`config.mk`:
```
export PLATFORM = sky130hd
export DESIGN_NAME = tmr_vote_stage_flat
export DESIGN_NICKNAME = d
export VERILOG_FILES = /design/src/rtl/tmr_vote_stage_if.sv /design/src/rtl/tmr_vote_stage.sv /design/src/flat_wrapper.sv
export SDC_FILE = /design/constraint.sdc
export NUM_CORES = 1
export LEC_CHECK = 0
export BUFFER_PORTS_ARGS = -buffer_cell sky130_fd_sc_hd__buf_4
export CORE_MARGIN = 4
export CORE_UTILIZATION = 57
export CTS_CLUSTER_SIZE = 30
export DETAILED_ROUTE_END_ITERATION = 10
export PLACE_DENSITY = 0.91
export SYNTH_ARGS = -nofsm -noshare
export SYNTH_HDL_FRONTEND = slang
export SYNTH_SLANG_ARGS = --single-unit
```
`constraint.sdc`:
```
create_clock -name c -period 5.5 [get_ports c]
set_input_delay 1.1 -clock c [delete_from_list [all_inputs] [get_ports c]]
set_output_delay 1.1 -clock c [all_outputs]
set_load 0.005 [all_outputs]
```
`src/rtl/tmr_vote_stage_if.sv`:
```
// Bus bundle for the TMR vote stage: three replicas in, voted word and health flags out.
interface tmr_vote_stage_if #(
   parameter int WIDTH = 8,
   parameter int CNT_W = 8
);
   logic             in_valid;
   logic [WIDTH-1:0] d_a;
   logic [WIDTH-1:0] d_b;
   logic [WIDTH-1:0] d_c;
   logic             clr;
   logic [WIDTH-1:0] q;
   logic             q_valid;
   logic             mismatch;
   logic [2:0]       bad_replica;
   logic [CNT_W-1:0] err_cnt;
   logic             err_sticky;
   logic [2:0]       replica_fail;

   modport master (
      output in_valid, d_a, d_b, d_c, clr,
      input  q, q_valid, mismatch, bad_replica, err_cnt, err_sticky, replica_fail
   );

   modport slave (
      input  in_valid, d_a, d_b, d_c, clr,
      output q, q_valid, mismatch, bad_replica, err_cnt, err_sticky, replica_fail
   );
endinterface

```
`src/rtl/tmr_vote_stage.sv`:
```
// Registered bitwise majority vote over three replicas, with disagreement
// pulse, saturating upset counter and per-replica persistent-fault flags.
module tmr_vote_stage #(
   parameter int WIDTH       = 8,
   parameter int CNT_W       = 8,
   parameter int PERSIST_THR = 4
) (
   input logic             c,
   input logic             rst_b,
   tmr_vote_stage_if.slave bus
);
   localparam int              PW      = $clog2(PERSIST_THR + 1);
   localparam logic [PW-1:0]   THR_V   = PW'(PERSIST_THR);
   localparam logic [CNT_W-1:0] CNT_MAX = {CNT_W{1'b1}};

   logic [WIDTH-1:0] vote_next;
   logic [WIDTH-1:0] rep [3];
   logic [2:0]       bad_next;
   logic [2:0]       fail_vec;

   logic [WIDTH-1:0] q_reg;
   logic             q_valid_reg;
   logic             mismatch_reg;
   logic [2:0]       bad_replica_reg;
   logic [CNT_W-1:0] err_cnt_reg;
   logic             err_sticky_reg;

   assign vote_next = (bus.d_a & bus.d_b) | (bus.d_b & bus.d_c) | (bus.d_a & bus.d_c);
   assign rep[0]    = bus.d_a;
   assign rep[1]    = bus.d_b;
   assign rep[2]    = bus.d_c;

   // Data path: q holds across invalid cycles, the status pulses do not.
   always_ff @(posedge c or negedge rst_b) begin
      if (!rst_b) begin
         q_reg           <= '0;
         q_valid_reg     <= 1'b0;
         mismatch_reg    <= 1'b0;
         bad_replica_reg <= 3'b000;
      end else if (bus.in_valid) begin
         q_reg           <= vote_next;
         q_valid_reg     <= 1'b1;
         mismatch_reg    <= |bad_next;
         bad_replica_reg <= bad_next;
      end else begin
         q_valid_reg     <= 1'b0;
         mismatch_reg    <= 1'b0;
         bad_replica_reg <= 3'b000;
      end
   end

   // Shared health state; clr takes priority over a coincident mismatch.
   always_ff @(posedge c or negedge rst_b) begin
      if (!rst_b) begin
         err_cnt_reg    <= '0;
         err_sticky_reg <= 1'b0;
      end else if (bus.clr) begin
         err_cnt_reg    <= '0;
         err_sticky_reg <= 1'b0;
      end else if (bus.in_valid && (|bad_next)) begin
         err_sticky_reg <= 1'b1;
         if (err_cnt_reg != CNT_MAX)
            err_cnt_reg <= err_cnt_reg + 1'b1;
      end
   end

   generate
      for (genvar gi = 0; gi < 3; gi++) begin : g_replica
         logic [PW-1:0] pcnt_reg;
         logic          fail_reg;

         assign bad_next[gi] = |(rep[gi] ^ vote_next);
         assign fail_vec[gi] = fail_reg;

         // Run length of consecutive bad valid samples; a good sample restarts it.
         always_ff @(posedge c or negedge rst_b) begin
            if (!rst_b) begin
               pcnt_reg <= '0;
               fail_reg <= 1'b0;
            end else if (bus.clr) begin
               pcnt_reg <= '0;
               fail_reg <= 1'b0;
            end else if (bus.in_valid) begin
               if (bad_next[gi]) begin
                  if (pcnt_reg != THR_V)
                     pcnt_reg <= pcnt_reg + 1'b1;
                  if (pcnt_reg >= THR_V - 1'b1)
                     fail_reg <= 1'b1;
               end else begin
                  pcnt_reg <= '0;
               end
            end
         end
      end
   endgenerate

   assign bus.q            = q_reg;
   assign bus.q_valid      = q_valid_reg;
   assign bus.mismatch     = mismatch_reg;
   assign bus.bad_replica  = bad_replica_reg;
   assign bus.err_cnt      = err_cnt_reg;
   assign bus.err_sticky   = err_sticky_reg;
   assign bus.replica_fail = fail_vec;
endmodule

```
`src/flat_wrapper.sv`:
```
// flat-port wrapper written by rule: the top's interface ports become plain ports
module tmr_vote_stage_flat 
#(
   parameter int WIDTH       = 8,
   parameter int CNT_W       = 8,
   parameter int PERSIST_THR = 4
)
  (c, rst_b, bus_in_valid, bus_d_a, bus_d_b, bus_d_c, bus_clr, bus_q, bus_q_valid, bus_mismatch, bus_bad_replica, bus_err_cnt, bus_err_sticky, bus_replica_fail);
  tmr_vote_stage_if #(.WIDTH(WIDTH), .CNT_W(CNT_W)) bus_i ();
  input logic c;
  input logic rst_b;
  input wire logic [$bits(bus_i.in_valid)-1:0] bus_in_valid;
  input wire logic [$bits(bus_i.d_a)-1:0] bus_d_a;
  input wire logic [$bits(bus_i.d_b)-1:0] bus_d_b;
  input wire logic [$bits(bus_i.d_c)-1:0] bus_d_c;
  input wire logic [$bits(bus_i.clr)-1:0] bus_clr;
  output wire logic [$bits(bus_i.q)-1:0] bus_q;
  output wire logic [$bits(bus_i.q_valid)-1:0] bus_q_valid;
  output wire logic [$bits(bus_i.mismatch)-1:0] bus_mismatch;
  output wire logic [$bits(bus_i.bad_replica)-1:0] bus_bad_replica;
  output wire logic [$bits(bus_i.err_cnt)-1:0] bus_err_cnt;
  output wire logic [$bits(bus_i.err_sticky)-1:0] bus_err_sticky;
  output wire logic [$bits(bus_i.replica_fail)-1:0] bus_replica_fail;
  assign bus_i.in_valid = bus_in_valid;
  assign bus_i.d_a = bus_d_a;
  assign bus_i.d_b = bus_d_b;
  assign bus_i.d_c = bus_d_c;
  assign bus_i.clr = bus_clr;
  assign bus_q = bus_i.q;
  assign bus_q_valid = bus_i.q_valid;
  assign bus_mismatch = bus_i.mismatch;
  assign bus_bad_replica = bus_i.bad_replica;
  assign bus_err_cnt = bus_i.err_cnt;
  assign bus_err_sticky = bus_i.err_sticky;
  assign bus_replica_fail = bus_i.replica_fail;
  tmr_vote_stage #(.WIDTH(WIDTH), .CNT_W(CNT_W), .PERSIST_THR(PERSIST_THR)) u_core (.c(c), .rst_b(rst_b), .bus(bus_i));
endmodule
```
==> results.py <==
metrics = {
    "setup_path": {
        "r2r_start": "u_core.bus.err_cnt[0]$_DFFE_PN0P_",
        "crit_start": "bus_d_c[2]",
        "cp_max_fo": 12,
        "worst-endpoint-required_ps": 5670,
        "crit_type": "in -> reg",
        "crit_path_end_kind": "flop",
        "cp-start-kind": "input port",
        "arrival_ps": 3350,
    },
    "timing": {
        "skew_ps": 4.22,
        "setup_viol": 0,
        "period_needed_ps": 3190,
        "rsz0062_at_grt": "no",
        "tns_ps": 0,
        "slew_headroom_pct": 58.7,
        "hold_viol": 0,
        "fmax_mhz": 314,
        "slew_viol_final": 0,
        "worst_pin_slew_ps": 617,
        "worst_slack_ps": 2310,
        "finalCritPeriodShare_pct": 57.9,
    },
    "global_routing": {
        "grt_max_degree": 35,
        "globalRoute.totalOverflow": 0,
        "gr-usage-met3_pct": 3.04,
        "antenna_found_initial": 0,
        "use_met1_pct": 24.8,
        "grt_usage_pct": 20.6,
        "gr-max-usage-layer": "met2",
        "grtUsageMet2_pct": 36.0,
        "grt_pass1_wl_mm": 8.13,
        "grt_pass1_vias": 1852,
    },
    "die": {
        "die_x_um": 69.4,
        "num_rows": 22,
        "die-area_um2": 4820,
        "coreArea_um2": 3660,
        "die_h_um": 69.4,
        "io_pins": 53,
        "start_util_pct": 58.8,
    },
    "yosys": {
        "yosys.area.top_type": "dfrtp_1",
        "ys_ff_latch": 34,
        "yosys-top-cells-area": "dfrtp_1 (40%), ha_1 (5.8%), o21ai_0 (5.6%)",
        "synth-seq-area-share_pct": 39.5,
        "synth_top_area_share_pct": 39.5,
        "synth_cell_types": 37,
        "yosys_warnings": 0,
        "syn_nets": 272,
        "syn_avg_cell_area_um2": 9.20,
        "syn_area_um2": 2150,
        "synthCells": 234,
    },
    "clock_network": {
        "postCtsSetupRepairBufs": 0,
        "clkSinkCount": 34,
        "cts_hold_repair.buffers": 0,
        "cts_resized": 0,
        "cts_buffers": 5,
        "clockBufferDepth": 2,
        "clock_latency_ps": 280,
        "htree_levels": 2,
        "path_clk_slew_ps": 70,
        "clockRootBuffer": "clkbuf_8",
        "cts_tree": "yes",
    },
    "detailed_routing": {
        "vias": 1923,
        "first_pass_iters": 4,
        "drt_iter0_drc": 138,
        "ant_nets": 0,
        "drc": 0,
        "avgViaCountPerCell": 5.77,
        "wl_per_cell_um": 14.5,
        "routed_wl_mm": 4.82,
    },
    "min_path": {
        "hp-class": "reg -> reg",
        "hp-start": "u_core.g_replica[0].fail_reg$_DFFE_PN0P_",
    },
    "placement": {
        "port_buffers": 52,
        "place_ws_ps": 2050,
        "place.gp.congestion": 0.883,
        "hpwl_mm": 3.66,
    },
    "finish": {
        "area_growth_pct": 22.8,
        "layout.nets": 322,
        "final_common_cell": "buf_4",
        "final_cell_mix": "buf_4 (52), dfrtp_1 (34), o21ai_0 (24)",
        "drive_gt1_share_pct": 24.2,
        "largest_reg_flops": 9,
        "diodes": 0,
    },
    "status": {
        "status": "finished, final reports clean",
    },
    "power": {
        "power.density_nw_per_um2": 224,
        "p_leak_nw": 1.25,
        "vdd_drop_max_mv": 0.102,
    },
    "flow_run": {
        "maxCapViolCount": 0,
    },
}
-- final cells by class --
class	count	area [um^2]
Clock buffer	7	86.3
Timing Repair Buffer	52	390
Multi-Input combinational cell	168	1160
Inverter	23	86.3
Sequential cell	34	851
Tap cell	48	60.1
Fill cell	310	1020
Clock inverter	1	5.00
-- synthesized netlist by cell type --
| cell | instances |
|---|---|
| ha_1 | 10 |
| dfrtp_1 | 34 |
| a21o_1 | 8 |
| mux2i_1 | 3 |
| and3_1 | 2 |
| or3_1 | 2 |
| buf_2 | 1 |
| nor3b_1 | 12 |
| or4_1 | 1 |
| nor4_1 | 1 |
| a31o_2 | 3 |
| o21ba_2 | 3 |
| a32oi_1 | 1 |
| a221oi_1 | 2 |
| o31a_1 | 1 |
| a221oi_2 | 1 |
| a22oi_1 | 8 |
| nand3_1 | 2 |
| and3b_1 | 11 |
| nand2b_1 | 2 |
| o21a_1 | 1 |
| nor3_1 | 3 |
| mux2_4 | 1 |
| nor2_1 | 18 |
| nand2_1 | 7 |
| nor2b_1 | 8 |
| inv_1 | 23 |
| o21ai_0 | 24 |
| a2111oi_0 | 7 |
| nor3_2 | 1 |
| nand4_1 | 6 |
| clkbuf_1 | 4 |
| and2_1 | 3 |
| buf_4 | 4 |
| o211ai_1 | 8 |
| mux2_2 | 1 |
| a21oi_1 | 7 |
-- cell families (layout without fill, tap and decap cells) --
| kind of cell | Yosys count | count (layout) | synth area share (%) |
|---|---|---|---|
| AOI/OAI and AO/OA | 74 | 74 | 23.7 |
| adders and majority gates | 10 | 10 | 5.81 |
| buffers and inverters | 32 | 83 | 6.34 |
| DFF | 34 | 34 | 39.5 |
| muxes | 5 | 5 | 2.62 |
| and+or+nand+nor | 79 | 79 | 22.0 |
-- through the flow --
step           cell area (um^2)  instances  hold WS (ps)  total power (W)  util [%]
2_1_floorplan              2150        234           464         0.000347         -
5_1_grt                    2640        333           555         0.000625      72.2
4_1_cts                    2640        333           512         0.000596      72.2
3_3_place_gp               2550        325           485         0.000404      69.7
6_report                   2640        333           505         0.000591      72.2
3_5_place_dp               2550        325           494         0.000411      69.7
-- worst max-delay path: stages --
cell       delay [ps]
buf_4             130
nor2b_1           130
a2111oi_0         550
nand4_1           340
nor3_2            600
nor2b_1           180
mux2_2            310
-- power by group --
group | total [W] | internal (W) | switching, W
logic | 0.000127 | 0.0000623 | 0.0000643
registers | 0.000280 | 0.000268 | 0.0000122
clock network | 0.000185 | 0.000101 | 0.0000839
total | 0.000591 | 0.000431 | 0.000160
-- layer usage --
metal	part of all wire, %	up-vias	routed length, um
met3	5.9	9	285
met4	2.2	0	107
met2	50	63	2390
met1	42	898	2040
met5	0	-	0
li1	-	953	-
-- final timing paths --
path / endpoint / slack (ps) / cells after the start
max: u_core.bus.err_cnt[0]$_DFFE_PN0P_ / 2310 / 7
min reg2reg: u_core.g_replica[0].fail_reg$_DFFE_PN0P_ / 510 / 2
min in group asynchronous: u_core.bus.err_cnt[5]$_DFFE_PN0P_ / 750 / 1
max in group asynchronous: u_core.bus.q[4]$_DFFE_PN0P_ / 4440 / 1
min: u_core.g_replica[0].fail_reg$_DFFE_PN0P_ / 510 / 2
max reg2reg: u_core.bus.err_cnt[5]$_DFFE_PN0P_ / 3480 / 7
Note: power is estimated with default switching activity, not from simulation.
